**src/rtl/timera_iv_arbiter.sv**
```systemverilog
// TimerA interrupt vector arbiter: merges TAIFG and CCR1..CCR(N-1) flags into INT1,
// serves TAxIV and clears the highest-priority pending source once per access.
module timera_iv_arbiter #(
   parameter int          N_CCR   = 7,
   parameter logic [15:0] IV_ADDR = 16'h036E
) (
   input  logic             MCLK,
   input  logic             reset,
   input  logic [15:0]      MAB,
   input  logic [15:0]      MDBwrite,
   input  logic             MW,
   input  logic             BW,
   input  logic             TAIFG,
   input  logic             TAIE,
   input  logic [N_CCR-2:0] CCIFG,
   input  logic [N_CCR-2:0] CCIE,
   output logic             INT1,
   output logic             TAIFGclr,
   output logic [N_CCR-2:0] CCIFGclr,
   output logic [15:0]      MDBread
);

   typedef enum logic [0:0] {
      S_IDLE = 1'b0,
      S_HOLD = 1'b1
   } state_t;

   state_t             r_state;
   logic [15:0]        r_snap;
   logic               r_taifgclr;
   logic [N_CCR-2:0]   r_ccifgclr;

   logic [N_CCR-2:0]   w_pend;
   logic               w_pt;
   logic               w_match;
   logic [15:0]        w_live_iv;
   logic [N_CCR-2:0]   w_sel_cc;
   logic               w_sel_t;
   logic [15:0]        w_mdb;
   logic               w_unused_bus;

   // Write data, strobes and the byte lane bit do not influence the vector; any hit is an access.
   assign w_unused_bus = ^{MDBwrite, MW, BW, MAB[0]};

   assign w_pend  = CCIFG & CCIE;
   assign w_pt    = TAIFG & TAIE;
   assign w_match = (MAB[15:1] == IV_ADDR[15:1]);
   assign INT1    = (|w_pend) | w_pt;

   // Lowest-index pending CCR wins; the timer overflow is the lowest priority source.
   assign w_sel_cc = w_pend & (~w_pend + {{(N_CCR-2){1'b0}}, 1'b1});
   assign w_sel_t  = w_pt & ~(|w_pend);

   // Live vector value: scan from the lowest priority so the last hit is the winner.
   always_comb begin
      w_live_iv = 16'h0000;
      if (w_pt) begin
         w_live_iv = 16'h000E;
      end else begin
         w_live_iv = 16'h0000;
      end
      for (int i = N_CCR - 1; i >= 1; i--) begin
         if (w_pend[i-1]) begin
            w_live_iv = 16'(2 * i);
         end else begin
            w_live_iv = w_live_iv;
         end
      end
   end

   // Read path: the first cycle of an access shows the live value, later cycles the held snapshot.
   always_comb begin
      w_mdb = 16'h0000;
      if (!w_match) begin
         w_mdb = 16'h0000;
      end else if (r_state == S_HOLD) begin
         w_mdb = r_snap;
      end else begin
         w_mdb = w_live_iv;
      end
   end

   // Access FSM: one snapshot and one clear strobe per contiguous dwell on the vector address.
   always_ff @(posedge MCLK) begin
      if (reset) begin
         r_state    <= S_IDLE;
         r_snap     <= 16'h0000;
         r_taifgclr <= 1'b0;
         r_ccifgclr <= {(N_CCR-1){1'b0}};
      end else begin
         r_taifgclr <= 1'b0;
         r_ccifgclr <= {(N_CCR-1){1'b0}};
         case (r_state)
            S_IDLE: begin
               if (w_match) begin
                  r_state    <= S_HOLD;
                  r_snap     <= w_live_iv;
                  r_taifgclr <= w_sel_t;
                  r_ccifgclr <= w_sel_cc;
               end
            end
            S_HOLD: begin
               if (!w_match) begin
                  r_state <= S_IDLE;
               end
            end
            default: begin
               r_state <= S_IDLE;
            end
         endcase
      end
   end

   assign TAIFGclr = r_taifgclr;
   assign CCIFGclr = r_ccifgclr;
   assign MDBread  = w_mdb;

endmodule

```
**config.mk**
```make
export PLATFORM = sky130hd
export DESIGN_NAME = timera_iv_arbiter
export DESIGN_NICKNAME = d
export VERILOG_FILES = /design/src/rtl/timera_iv_arbiter.sv
export SDC_FILE = /design/constraint.sdc
export NUM_CORES = 1
export LEC_CHECK = 0
export CORE_MARGIN = 2
export CORE_UTILIZATION = 29
export CTS_CLUSTER_SIZE = 14
export DETAILED_ROUTE_END_ITERATION = 16
export GPL_TIMING_DRIVEN = 0
export PLACE_DENSITY_LB_ADDON = 0.15
export SYNTH_ARGS = -nofsm -noshare
export SYNTH_HDL_FRONTEND = slang
export SYNTH_SLANG_ARGS = --single-unit
```
**constraint.sdc**
```tcl
create_clock -name MCLK -period 1.65 [get_ports MCLK]
set_input_delay 0.33 -clock MCLK [delete_from_list [all_inputs] [get_ports MCLK]]
set_output_delay 0.33 -clock MCLK [all_outputs]
set_load 0.005 [all_outputs]
```
# ---- Word level (Yosys, flattened, before mapping)
# Index checks and enable logic that the tools add are counted.
dict set report totals {
  register_bits 24
  inputBits 50
  out_inout_bits 24
  word_cells 28
}
dict set report classes {
  addsub 1
  n_eq_ne 1
  mux 10
  n_bitwise 9
  n_reduce_logical 3
}
# op n
set ops {}
lappend ops {{$mux W16} 7}
lappend ops {{$eq A15 B9 Y1 const B} 1}
lappend ops {{$and A6 B6 Y6} 2}
lappend ops {{$mux W4} 2}
lappend ops {{$add A6 B1 Y6 const B} 1}
lappend ops {{$not A6 Y6} 1}
lappend ops {{$reduce_or A6 Y1} 1}
lappend ops {{$not A1 Y1} 3}
lappend ops {{$reduce_or A3 Y1} 1}
lappend ops {{$and A1 B1 Y1} 2}
lappend ops {{$reduce_and A2 Y1} 1}
lappend ops {{$mux W1} 1}
lappend ops {{$or A1 B1 Y1} 1}

# ---- Longest topological paths before layout
# Gate-level depths: netlist of run 1.
dict set report depth {
  word_depth 10
  mapped_depth 4
  depth_no_buf 4
}

# ---- Worst setup path before layout of run 1
# No wires, ideal clock.
dict set report synth_path {
  path_type {input to register}
  startpoint {in MAB[12]}
  endpoint {reg r_ccifgclr[4] (netlist: CCIFGclr[4])}
  setup_time_ps 73
  arrival_time_ps 1476
  setup_slack_ps 101
  stages 4
  path_buffers 0
  cell_sequence {nor4_4 > nand4_4 > or4b_4 > nor3b_2}
}
dict set report synth_via {
  elab_chain_cells 3
}
# item line
set synth_rtl {}
lappend synth_rtl {{start, declared} 9} ;# input logic [15:0] MAB,
lappend synth_rtl {{$eq A15 B9 Y1} 47} ;# assign w_match = (MAB[15:1] == IV_ADDR[15:1]);
lappend synth_rtl {{$not A1 Y1 (no line)} n/a}
lappend synth_rtl {{$reduce_or A3 Y1 (no line)} n/a}
lappend synth_rtl {{end signal, assigned} 89} ;# r_ccifgclr <= {(N_CCR-1){1'b0}};
lappend synth_rtl {{end signal, assigned} 92} ;# r_ccifgclr <= {(N_CCR-1){1'b0}};
lappend synth_rtl {{end signal, assigned} 99} ;# r_ccifgclr <= w_sel_cc;
lappend synth_rtl {{end, declared} 31} ;# logic [N_CCR-2:0] r_ccifgclr;
# No other way between the ends.
# A chain may end at the register's enable or synchronous reset.

# ---- Final worst setup path of run 1
dict set report layout_path {
  startpoint {in MAB[13]}
  endpoint {out MDBread[2]}
}
dict set report layout_via {
  elab_chain_cells 2
}
# item line
set layout_rtl {}
lappend layout_rtl {{$eq A15 B9 Y1} 47}
lappend layout_rtl {{$mux W16} 74} ;# if (!w_match) begin
lappend layout_rtl {{end, declared} 20} ;# output logic [15:0] MDBread
# No other way between the ends.

==> flow_metrics.tcl, run 1 <==
set metrics [dict create \
    status "finished, violations left" \
    violations "setup timing" \
    wire_per_inst_um 12.5 \
    synth-seq-cells 11 \
    maxCapViolations 0 \
    finalWeightedCongestion 0.695 \
    clock_skew_ns 0.00561 \
    power_mw 0.654 \
    async_flop_share_pct 0 \
    yosys_most_used_dff "dfxtp_1" \
    worstSetupEndpoint "MDBread[2]" \
    rows 18 \
    cts_buffers 3 \
    first_pass_iters 2 \
    dieWidth_um 54.3 \
    grt-ovfl-total 0 \
    worstHoldStart "CCIE[0]" \
    reg2regPathDepth 4 \
    cts-root-buf "clkbuf_4" \
    antenna_found_initial 0 \
    ys_types 35 \
    fmax_mhz 565 \
    setup_slack_ns -0.119 \
    clk_pin_slew_ns 0.08 \
    syn_area_per_cell_sq_um 9.17 \
    reg2reg_from "r_state$_SDFF_PP0_" \
    antenna_left 0 \
    whs_ns 0.288 \
    ir_drop_v 0.000242 \
    numPlacedInstances 163 \
    cts.sinks 11 \
    htreeDepth 1 \
    fin_cells 190 \
    hold_viol 0 \
    rsz0062_at_grt "yes" \
    finalCriticalPeriod_ns 1.77 \
    clockBufferDepth 2 \
    endpoint_kind "primary output" \
    crit_required_ns 1.32 \
    first_global_vias 823 \
    grt_max_degree 11 \
    pin_count 74 \
    grt_usage_pct 16.5 \
    insertion_delay_ns 0.28 \
    synth_area_sq_um 733 \
    critPathArrivalTime_ns 1.44 \
    die_h_um 54.3 \
    start_util_pct 30.1 \
    start_kind "input pin" \
    wirelength_um 2380 \
    cts_tree "built" \
    die_area_sq_um 2950 \
    n_antenna_cell 0 \
    path_max_fanout 2 \
    core_sq_um 2430 \
    min_period_over_period_pct 107 \
    r2r_slack_ns 0.27 \
    worst-setup-path-type "in -> out" \
    grt_pass1_wl_um 3420 \
    vias 877 \
    yosys_warnings 0 \
    dp_hpwl_um 1480 \
    synth_edf_count 0 \
    seq_area_frac_synth_pct 30.0 \
    fin_nets 211 \
    powerDensity_nw_per_um2 455 \
    p_leak_nw 0.666 \
    r2r-end "CCIFGclr[2]$_SDFF_PP0_" \
    post_drt_via_cell_ratio 4.62 \
    setup_violations 8 \
    io_buffers 41 \
    drtIter0Drc 4 \
    syn2layout_area_growth_pct 96.2 \
    drv_slew 0 \
    drive_gt1_share_pct 60.0 \
    hold_class "in -> reg" \
    crit_start "MAB[13]" \
    drc_errors 0 \
    synth_cells 80 \
]
## per-layer routing
metal  vias to the layer above  global-route usage, %  wire [um]
met5                         -                      0          0
met3                         4                   2.73        198
li1                        438                      -          -
met1                       396                   16.9        863
met4                         0                   10.0         38
met2                        39                   30.9       1280
## registers in the layout, indices dropped and copies added (netlist names)
signal	flops
r_snap	3
TAIFGclr	1
r_state	1
CCIFGclr	6
## area by class of cell
cell class / count / area, sq um
Buffer: 14 / 109
Multi-Input combinational cell: 66 / 534
Inverter: 1 / 3.75
Tap cell: 30 / 37.5
Sequential cell: 11 / 224
Fill cell: 238 / 993
Timing Repair Buffer: 64 / 504
Clock buffer: 4 / 26.3
## cell usage after synthesis, drive strengths merged, types with 2 or more instances
| cell | instances | area (sq um) |
|---|---|---|
| and4b | 2 | 20.0 |
| and2 | 2 | 12.5 |
| o211ai | 2 | 15.0 |
| nand4 | 2 | 27.5 |
| nor2 | 5 | 18.8 |
| or4b | 3 | 33.8 |
| a22oi | 2 | 15.0 |
| nor3 | 2 | 15.0 |
| a21oi | 3 | 15.0 |
| nor4 | 3 | 40.0 |
| nor3b | 2 | 20.0 |
| a211oi | 4 | 30.0 |
| and4bb | 2 | 25.0 |
| o21ai | 2 | 10.0 |
| buf | 13 | 97.6 |
| nand2 | 9 | 33.8 |
| dfxtp | 11 | 220 |
## timing repair
| action | 4_1_cts | 5_1_grt |
|---|---|---|
| setup endpoints to repair | 12 | 11 |
| pin swaps | 26 | 11 |
| setup buffers | 20 | 4 |
| hold buffers | 0 | 0 |
| gates resized for setup | 115 | 31 |
| hold endpoints to repair | 0 | 0 |
## critical path, cell delays in order
cell     delay, ns
buf_8         0.10
nor4_4        0.31
nand4_4       0.12
buf_4         0.16
buf_6         0.11
buf_4         0.13
nor2_2        0.06
buf_2         0.11
## placed cells by master (no fill, tap or decap), drive strengths merged, types with 3 or more instances in the layout
cell	instances
buf	53
clkbuf	14
conb	13
dfxtp	11
nand2	9
clkdlybuf4s50	8
nor2	5
clkdlybuf4s15	5
a211oi	4
a21oi	3
or4b	3
nor4	3
## report_power, final
group          switching (mW)  internal (mW)  total [mW]
registers          0.00000200          0.263       0.263
logic                  0.0794          0.113       0.193
clock network           0.104         0.0938       0.198
## metrics by stage
step / cell area (sq um) / utilization (%) / setup slack, ns / TNS [ns]
3_5_place_dp: 1230 / 50.4 / -0.910 / -6.81
3_3_place_gp: 1230 / 50.4 / -0.895 / -6.54
6_report: 1440 / 59.2 / -0.119 / -0.540
2_1_floorplan: 778 / - / 0.101 / 0
5_1_grt: 1440 / 59.2 / -0.194 / -1.17
4_1_cts: 1430 / 58.9 / -0.192 / -0.932
## worst min path at each step
stage	end	cells past startpoint
CTS	CCIFGclr[5]$_SDFF_PP0_	3
global placement	r_snap[1]$_SDFFE_PP0P_	2
global route	CCIFGclr[0]$_SDFF_PP0_	3
finish	CCIFGclr[0]$_SDFF_PP0_	3
floorplan	r_snap[2]$_SDFFE_PP0P_	1
detailed placement	r_snap[1]$_SDFFE_PP0P_	2
## kinds of logic after synthesis
group                  Yosys count  share of synthesized area, %
AND/OR/NAND/NOR                 38                          41.1
AO/OA/AOI/OAI                   15                          14.0
buffers and inverters           15                          14.3
flip-flops                      11                          30.0
other                            1                         0.511
No activity file was read; power rests on OpenSTA's default activity.
==> run 2: changes to the inputs <==
CTS_CLUSTER_SIZE = not set   (was 14)
==> results of run 2 <==
The final DEF is identical to that of run 1; final timing and power are the same.
==> run 3: changes to the inputs <==
MAX_ROUTING_LAYER = met4   (was not set)
==> run 3 against run 2 <==
Against the previous run:
- the run still ends with setup timing left
- worst setup slack worse by 0.0018 ns
- combinational power hardly changed
- clock skew is 0.0024 ns higher
- global-route usage increased by 0.47 points
- sequential share of layout area unchanged
- via count up 0.34%
- sequential power hardly changed
- power rose by 0.63%
- first-iteration DRC count decreased by 50%
- count of clock-buffer cells in the layout unchanged
- sequential cell count unchanged
- highest routed layer unchanged
==> flow_metrics.tcl, run 3 (synthesized netlist as in run 1, its figures left out) <==
set metrics [dict create \
    path_buf_inv 5 \
    cts-root-buf "clkbuf_4" \
    wire_per_inst_um 12.5 \
    wirelength_um 2370 \
    grtUsageMet2_pct 30.9 \
    first_pass_iters 4 \
    rsz0062_at_grt "yes" \
    fin_nets 211 \
    grt_max_degree 11 \
    final_util_pct 59.2 \
    clock_skew_ns 0.00806 \
    cts_buffers 3 \
    setup_tns_ns -0.535 \
    cp_top_family "buffers and inverters" \
    status "finished, violations left" \
    fmax_mhz 565 \
    finalWeightedCongestion 0.703 \
    clk_pin_slew_ns 0.08 \
    io_buffers 41 \
    n_antenna_cell 0 \
    endpoint_kind "primary output" \
    pre_cts_ws_ns -0.910 \
    die_area_sq_um 2950 \
    whs_ns 0.283 \
    maxCapViolations 0 \
    vias 880 \
    p_leak_nw 0.666 \
    gr-usage-met1_pct 17.4 \
    min_period_over_period_pct 107 \
    drc_errors 0 \
    layout_common_cells "buf_4 (28), conb_1 (13), buf_2 (13)" \
    hold_class "in -> reg" \
    reg2regPathDepth 4 \
    grt_use_met3_pct 1.91 \
    core_sq_um 2430 \
    drive_gt1_share_pct 60.0 \
    drtIter0Drc 2 \
    htreeDepth 1 \
    drv_slew 0 \
    cts_tree "built" \
    ir_drop_v 0.000243 \
    hold_viol 0 \
    crit_cells 8 \
    fill_cells 238 \
    die_h_um 54.3 \
    grt-ovfl-total 0 \
    crit_required_ns 1.32 \
    grt_usage_pct 17.0 \
    holdPathStages 3 \
    setup_violations 7 \
    path_cells "buf_8, nor4_4, nand4_4, buf_4, buf_6, buf_4, nor2_2, buf_2" \
    largest_reg_flops 6 \
    rows 18 \
    critPathArrivalTime_ns 1.44 \
    syn2layout_area_growth_pct 96.2 \
    power_mw 0.658 \
    worst-setup-path-type "in -> out" \
    dieWidth_um 54.3 \
    setup_slack_ns -0.121 \
    violations "setup timing" \
    clockBufferDepth 2 \
    first_global_vias 823 \
    pin_count 74 \
    grt_pass1_wl_um 3420 \
    insertion_delay_ns 0.28 \
    final_common_cell "buf_4" \
    start_util_pct 30.1 \
    powerDensity_nw_per_um2 458 \
    antenna_found_initial 0 \
    slowest_stage "nor4_4" \
    dp_hpwl_um 1480 \
    antenna_left 0 \
    cts.sinks 11 \
    slowest_delay_ns 0.31 \
    grt_busiest_layer "met2" \
    finalCriticalPeriod_ns 1.77 \
    post_drt_via_cell_ratio 4.63 \
    critPathMostFrequentCell "buf_4" \
    path_max_fanout 2 \
    start_kind "input pin" \
]
==> run 3: cell counts in the layout (fill, tap and decap cells not counted) <==
No cell type changed its count.
==> run 3: final timing paths <==
check,start,to,slack (ns)
min,CCIE[0],CCIFGclr[0]$_SDFF_PP0_,0.28
max,MAB[13],MDBread[2],-0.12
max reg2reg,r_state$_SDFF_PP0_,CCIFGclr[2]$_SDFF_PP0_,0.28
min reg2reg,r_snap[1]$_SDFFE_PP0P_,r_snap[1]$_SDFFE_PP0P_,0.50
==> run 3: power by group <==
part / switching (mW) / internal, mW
clock: 0.108 / 0.0939
combinational: 0.0796 / 0.113
sequential: 0.00000201 / 0.263
total: 0.188 / 0.471
==> run 3: per-layer routing <==
metal	share of wire [%]	wire, um
met5	0	0
met4	1.6	38
met3	7.5	179
met2	54	1270
met1	37	881
==> run 3: worst reg2reg max path, delay by kind of cell (launching register included) <==
kind,cells,cell delay (ns)
buffers and inverters,2,0.27
DFF,1,0.37
and+or+nand+nor,2,0.66
==> run 3: repair_timing <==
action | CTS | global route
buffers inserted | 20 | 4
setup endpoints to repair | 12 | 11
pin swaps | 26 | 11
hold buffers | 0 | 0
gates resized for setup | 115 | 31
==> run 3: final cells by class <==
type / instances / area (sq um) / area share, %
multi-input cells: 66 / 534 / 37.1
repair buffers: 64 / 504 / 35.0
flip-flops and latches: 11 / 224 / 15.6
plain buffers: 14 / 109 / 7.57
well taps: 30 / 37.5 / 2.61
clock buffers: 4 / 26.3 / 1.83
inverters: 1 / 3.75 / 0.261
==> run 3: metrics by stage <==
step           area, sq um  cells
3_5_place_dp          1230    163
5_1_grt               1440    190
6_report              1440    190
2_1_floorplan          778     92
3_3_place_gp          1230    163
4_1_cts               1430    187
